==> config.mk <==
export PLATFORM = sky130hd
export DESIGN_NAME = pipe_stage_reg
export DESIGN_NICKNAME = d
export VERILOG_FILES = /design/src/rtl/pipe_pkg.sv /design/src/rtl/pipe_stage_slice.sv /design/src/rtl/pipe_stage_reg.sv
export SDC_FILE = /design/constraint.sdc
export NUM_CORES = 1
export LEC_CHECK = 0
export CAP_MARGIN = 20
export CORE_AREA = 2 2 154 156
export DETAILED_ROUTE_END_ITERATION = 8
export DIE_AREA = 0 0 156 158
export GPL_TIMING_DRIVEN = 0
export MAX_ROUTING_LAYER = met4
export PLACE_DENSITY = 0.69
export SLEW_MARGIN = 20
export SYNTH_ARGS = -nofsm -noshare
export SYNTH_HDL_FRONTEND = slang
export SYNTH_SLANG_ARGS = --single-unit
export TNS_END_PERCENT = 20
==> constraint.sdc <==
create_clock -name clk -period 2.9 [get_ports clk]
set_clock_uncertainty 0.05 [all_clocks]
set_input_delay 0.29 -clock clk [delete_from_list [all_inputs] [get_ports clk]]
set_output_delay 0.29 -clock clk [all_outputs]
set_load 0.1 [all_outputs]
==> src/rtl/pipe_pkg.sv <==
// Shared pipeline typedefs: ID/EX control and data bundles and their widths.
// Latency: n/a (types and constants only).
// Backpressure: n/a.
//
// Ports: none. Widths are derived from the structs so a field change propagates.
package pipe_pkg;

   // ID/EX control bundle, MSB first.
   typedef struct packed {
      logic       reg_write;
      logic [1:0] result_src;
      logic       mem_write;
      logic       jump;
      logic [1:0] branch;
      logic [2:0] alu_control;
      logic       alu_src;
      logic [1:0] imm_src;
   } id_ex_ctrl_t;

   // ID/EX data bundle, MSB first.
   typedef struct packed {
      logic [31:0] rd1;
      logic [31:0] rd2;
      logic [31:0] pc;
      logic [31:0] imm_ext;
      logic [31:0] pc_plus4;
      logic [4:0]  rd;
   } id_ex_data_t;

   localparam int ID_EX_CTRL_W = $bits(id_ex_ctrl_t);
   localparam int ID_EX_DATA_W = $bits(id_ex_data_t);

endpackage

==> src/rtl/pipe_stage_slice.sv <==
// One pipeline register slice: valid + control + data.
// Latency: 1 cycle.
// Backpressure: stall holds the slice; flush drops valid/ctrl but keeps data.
//
// Ports: clk/rst (sync, active-high); flush, stall (shared with all slices);
// src_valid/src_ctrl/src_data from the previous slice or upstream stage;
// valid/ctrl/data are the registered slice contents.
module pipe_stage_slice
   import pipe_pkg::*;
#(
   parameter int CTRL_W = ID_EX_CTRL_W,
   parameter int DATA_W = ID_EX_DATA_W
) (
   input  logic              clk,
   input  logic              rst,
   input  logic              flush,
   input  logic              stall,
   input  logic              src_valid,
   input  logic [CTRL_W-1:0] src_ctrl,
   input  logic [DATA_W-1:0] src_data,
   output logic              valid,
   output logic [CTRL_W-1:0] ctrl,
   output logic [DATA_W-1:0] data
);

   always_ff @(posedge clk) begin
      if (rst) begin
         valid <= 1'b0;
         ctrl  <= '0;
         data  <= '0;
      end else if (flush) begin
         // Bubble: kill the entry and its side effects; data is don't-care
         // once valid is low, so it is left alone to save toggles.
         valid <= 1'b0;
         ctrl  <= '0;
      end else if (!stall) begin
         valid <= src_valid;
         // An invalid entry must never carry live control downstream.
         ctrl  <= src_valid ? src_ctrl : '0;
         data  <= src_data;
      end
   end

endmodule

==> src/rtl/pipe_stage_reg.sv <==
// Parametrised inter-stage pipeline register: STAGES slices plus stall/bubble counters.
// Latency: STAGES cycles when neither stalled nor flushed; one entry per cycle.
// Backpressure: stall freezes every slice together; flush bubbles every slice (wins over stall).
//
// Ports: clk, rst (sync, active-high); stall, flush, cnt_clr controls;
// valid_d/ctrl_d/data_d upstream entry; valid_e/ctrl_e/data_e last-slice registers;
// stall_cnt counts effective stall cycles, bubble_cnt counts cycles with valid_e low,
// both saturating at all-ones.
module pipe_stage_reg
   import pipe_pkg::*;
#(
   parameter int CTRL_W = ID_EX_CTRL_W,
   parameter int DATA_W = ID_EX_DATA_W,
   parameter int STAGES = 1,
   parameter int CNT_W  = 16
) (
   input  logic              clk,
   input  logic              rst,
   input  logic              stall,
   input  logic              flush,
   input  logic              cnt_clr,
   input  logic              valid_d,
   input  logic [CTRL_W-1:0] ctrl_d,
   input  logic [DATA_W-1:0] data_d,
   output logic              valid_e,
   output logic [CTRL_W-1:0] ctrl_e,
   output logic [DATA_W-1:0] data_e,
   output logic [CNT_W-1:0]  stall_cnt,
   output logic [CNT_W-1:0]  bubble_cnt
);

   localparam logic [CNT_W-1:0] CNT_MAX = '1;

   if (STAGES < 1) begin : g_bad_stages
      $error("pipe_stage_reg: STAGES must be >= 1");
   end

   logic              slc_valid [STAGES];
   logic [CTRL_W-1:0] slc_ctrl  [STAGES];
   logic [DATA_W-1:0] slc_data  [STAGES];

   for (genvar k = 0; k < STAGES; k++) begin : g_slice
      logic              src_valid;
      logic [CTRL_W-1:0] src_ctrl;
      logic [DATA_W-1:0] src_data;

      if (k == 0) begin : g_head
         assign src_valid = valid_d;
         assign src_ctrl  = ctrl_d;
         assign src_data  = data_d;
      end else begin : g_chain
         assign src_valid = slc_valid[k-1];
         assign src_ctrl  = slc_ctrl[k-1];
         assign src_data  = slc_data[k-1];
      end

      pipe_stage_slice #(
         .CTRL_W (CTRL_W),
         .DATA_W (DATA_W)
      ) u_slice (
         .clk       (clk),
         .rst       (rst),
         .flush     (flush),
         .stall     (stall),
         .src_valid (src_valid),
         .src_ctrl  (src_ctrl),
         .src_data  (src_data),
         .valid     (slc_valid[k]),
         .ctrl      (slc_ctrl[k]),
         .data      (slc_data[k])
      );
   end

   // Outputs are straight from the last slice's flops.
   assign valid_e = slc_valid[STAGES-1];
   assign ctrl_e  = slc_ctrl[STAGES-1];
   assign data_e  = slc_data[STAGES-1];

   // A stall that coincides with a flush is not counted: the flush moved the pipe.
   // bubble_cnt looks at the pre-edge valid_e, so the first cycle out of reset counts.
   always_ff @(posedge clk) begin
      if (rst || cnt_clr) begin
         stall_cnt  <= '0;
         bubble_cnt <= '0;
      end else begin
         if (stall && !flush && (stall_cnt != CNT_MAX)) begin
            stall_cnt <= stall_cnt + 1'b1;
         end
         if (!valid_e && (bubble_cnt != CNT_MAX)) begin
            bubble_cnt <= bubble_cnt + 1'b1;
         end
      end
   end

endmodule

==> metrics.md <==
| Metric | Value |
|---|---|
| RSZ-0062 raised after global routing | false |
| Fraction of registers with async set or reset after synthesis | 0% |
| Top-area cell type share of the netlist area | between 50% and 60% |
| GPL Wtd Cong | between 0.8 and 0.9 |
| Tcrit/Tclk final | between 80 and 90% |
| Layout area overhead | 66.6% |
| Worst-path cell chain | clkdlybuf4s50_1 |
| Endpoints failing setup | 0 |
| Worst Setup End Kind | output port |
| Placed cell area | between 0.01 and 0.015 mm^2 |
| Int Power | 0.00544 W |
| Power per Cell Area | slightly above 600 mW/mm^2 |
| Core area | between 0.02 and 0.025 mm^2 |
| Clock sinks | approximately 210 |
| DP HPWL | between 20,000 and 25,000 um |
| Via count | around 8,200 |
| Bufs and invs on worst path | 1 |
| Leak Pwr | about 4.5 nW |
| VDD IR max | between 300 and 400 uV |
| Postcts setup bufs | 0 |
| Max-cap violations | 0 |
| Routed wire length | 27,300 um |
| Reg clk slew, reported paths | 0.06 ns |
| Routed length per instance | between 15 and 20 um |
| Worst-Margin Slew | 1.06 ns |
| Sequential area share after synthesis | 54.9% |
| Clock network power share | approximately two fifths |
| Ports | around 400 |
| Share of cells above drive strength 1 | around 3.3% |
| Crit Path Category | reg2out |
| First-pass DRT Iterations | 5 |
| Fin crit period | between 2 and 3 ns |
| Net Sw Frac | a little under a third |
| Fin worst setup slack | around 0.35 ns |
| Post-synthesis area per instance | approximately 8.0 um^2 |
| Buffers added on ports | 393 |
| Post-DRT Antenna Nets | 0 |
| Die area | 0.0246 mm^2 |
| Switch Pwr | 0.00236 W |
| Final Hold Slack | between 0.2 and 0.3 ns |
| Number of synthesized flops with an enable pin | 0 |
| Pre-CTS WS | approximately 0.24 ns |
| Gr ovfl total | 0 |
| Delay-heaviest family, CP | buffers and inverters |
| DR vias/cell | slightly below 5 |
| Nets | 1,565 |
| Initial antenna violation count | 0 |
| Placed cells | between 1,500 and 2,000 |
| Max stage delay on crit path | 1.22 ns |
| F_max | 392 MHz |
| Flop pwr share | about 39% |
| Post-Syn Area | approximately 0.0077 mm^2 |
| Comb pwr share | approximately a fifth |
| Post-synth cell types | 39 |
| First-pass GRT wire length | about 41,000 um |
| DRC violations left | 0 |
| H-Tree Depth | 1 |
| Cts bufs inserted | 24 |
| Post-route setup TNS | 0 ns |
| Die span in y | about 160 um |
| Worst path required time | ~2.6 ns |
| Clock latency on the worst-skew pair | between 0.5 and 0.6 ns |
| FF+latch count, synth | roughly 210 |
| Syn nets | around 1,100 |
| Final Instance Area | 0.0128 mm^2 |
| Finished Layout Cells | 1,685 |
| Clock buffer depth | 3 |
| Initial DRC Count | 387 |
| Synth area leader | dfxtp_1 |
| Pin count of the biggest net entering global routing | 13 |
| Largest cells by area after synthesis | dfxtp_1, nand2_1, a21oi_1 |
| Gr usage total | around 22% |
| Leading cell types by count after synthesis | nand2_1, dfxtp_1, a21oi_1 |
| Worst Path Arrival | roughly 2.2 ns |
| Mapped Cells | 960 |
| Class of the worst hold path | in2reg |
| Post-CTS resize count | 0 |
| Rows | 56 |
| Die width | ~160 um |
| Pins Over Slew Limit | 0 |
| CTS root buffer | clkbuf_16 |
| Initial core utilization | 33.4% |
| Hold buffers post-CTS | 0 |
| Antenna fix cells | 0 |
| Most numerous cell in the Yosys netlist | nand2_1 |
| TritonCTS clock tree | done |
| CP Launch Type | flop |
| Worst rel slew slack | roughly 29% |
| Ys Warns | 0 |
| Top FF cell, synth | dfxtp_1 |
| Slowest-stage cell, CP | clkdlybuf4s50_1 |
| Max FO, Critical Path | 8 |
| Via count of the first global-routing pass | between 7,000 and 8,000 |
| Final hold vios | 0 |
| Status | completed |
==> per-stage QoR <==
step	util, %	power (W)
global route	55.6	0.00807
finish	55.6	0.00780
global placement	52.0	0.00472
CTS	55.6	0.00788
detailed placement	52.0	0.00473
floorplan	-	0.00416
==> cells by family (layout without fill, tap and decap cells) <==
logic type | after synthesis | after routing | synth area share, %
AO/OA/AOI/OAI | 239 | 239 | 17.0
buffers and inverters | 68 | 503 | 3.33
flip-flops | 211 | 211 | 54.9
AND/OR/NAND/NOR | 439 | 439 | 24.4
adder cells (fa/ha/maj) | 2 | 2 | 0.325
multiplexers | 1 | 1 | 0.130
==> tightest hold or removal path: stages <==
cell	delay, ns
clkdlybuf4s50_1	0.40
nand2_1	0.05
a21oi_1	0.05
==> layout by cell type, fill, tap and decap left out, types with 10 or more instances in the layout <==
cell	instances
o21ai_0	11
clkbuf_1	59
a22oi_1	13
dfxtp_1	211
or3_1	10
nand4_1	12
o31ai_1	10
clkbuf_16	25
or4_1	10
a21oi_1	189
nor2_1	21
nand2_1	342
nand3_1	10
clkdlybuf4s50_1	393
==> metal layers <==
metal | GRT usage (%) | part of all wire [%] | up-vias
li1 | - | - | 4097
met1 | 25.1 | 39 | 3727
met2 | 37.4 | 50 | 315
met3 | 5.58 | 8.3 | 47
met4 | 5.59 | 2.0 | 0
met5 | - | 0 | -
==> power by group through the flow <==
stage / registers (W) / clock network (W) / logic [W]
after floorplan: 0.00392 / 0 / 0.000237
after global placement: 0.00313 / 0 / 0.00159
after detailed placement: 0.00313 / 0 / 0.00160
after CTS: 0.00307 / 0.00321 / 0.00160
after global routing: 0.00308 / 0.00333 / 0.00167
final: 0.00307 / 0.00314 / 0.00159
==> flip-flops by register name, summed over array words and instances, names as in the netlist <==
signal / count
g_slice.u_slice.ctrl: 13
g_slice.u_slice.data: 165
g_slice.u_slice.valid: 1
bubble_cnt: 16
stall_cnt: 16
==> layout make-up <==
cell class              count  area [um^2]
well taps                 290          363
clock buffers              37          751
plain buffers              64          241
clock inverters             5         78.8
flip-flops and latches    211         4220
repair buffers            393         3930
fillers                  2140        10200
inverters                   4         15.0
multi-input cells         681         3220
==> final timing paths <==
path	from	endpoint	slack [ns]	cells after the start
worst max-delay path	stall_cnt[0]	stall_cnt[0]	0.35	1
worst min register to register	g_slice[0].u_slice.data[161]	g_slice[0].u_slice.data[161]	0.40	2
worst min-delay path	data_d[33]	g_slice[0].u_slice.data[33]	0.28	3
worst max register to register	stall_cnt[0]	stall_cnt[9]	1.00	5
Note: power is estimated with default switching activity, not from simulation.
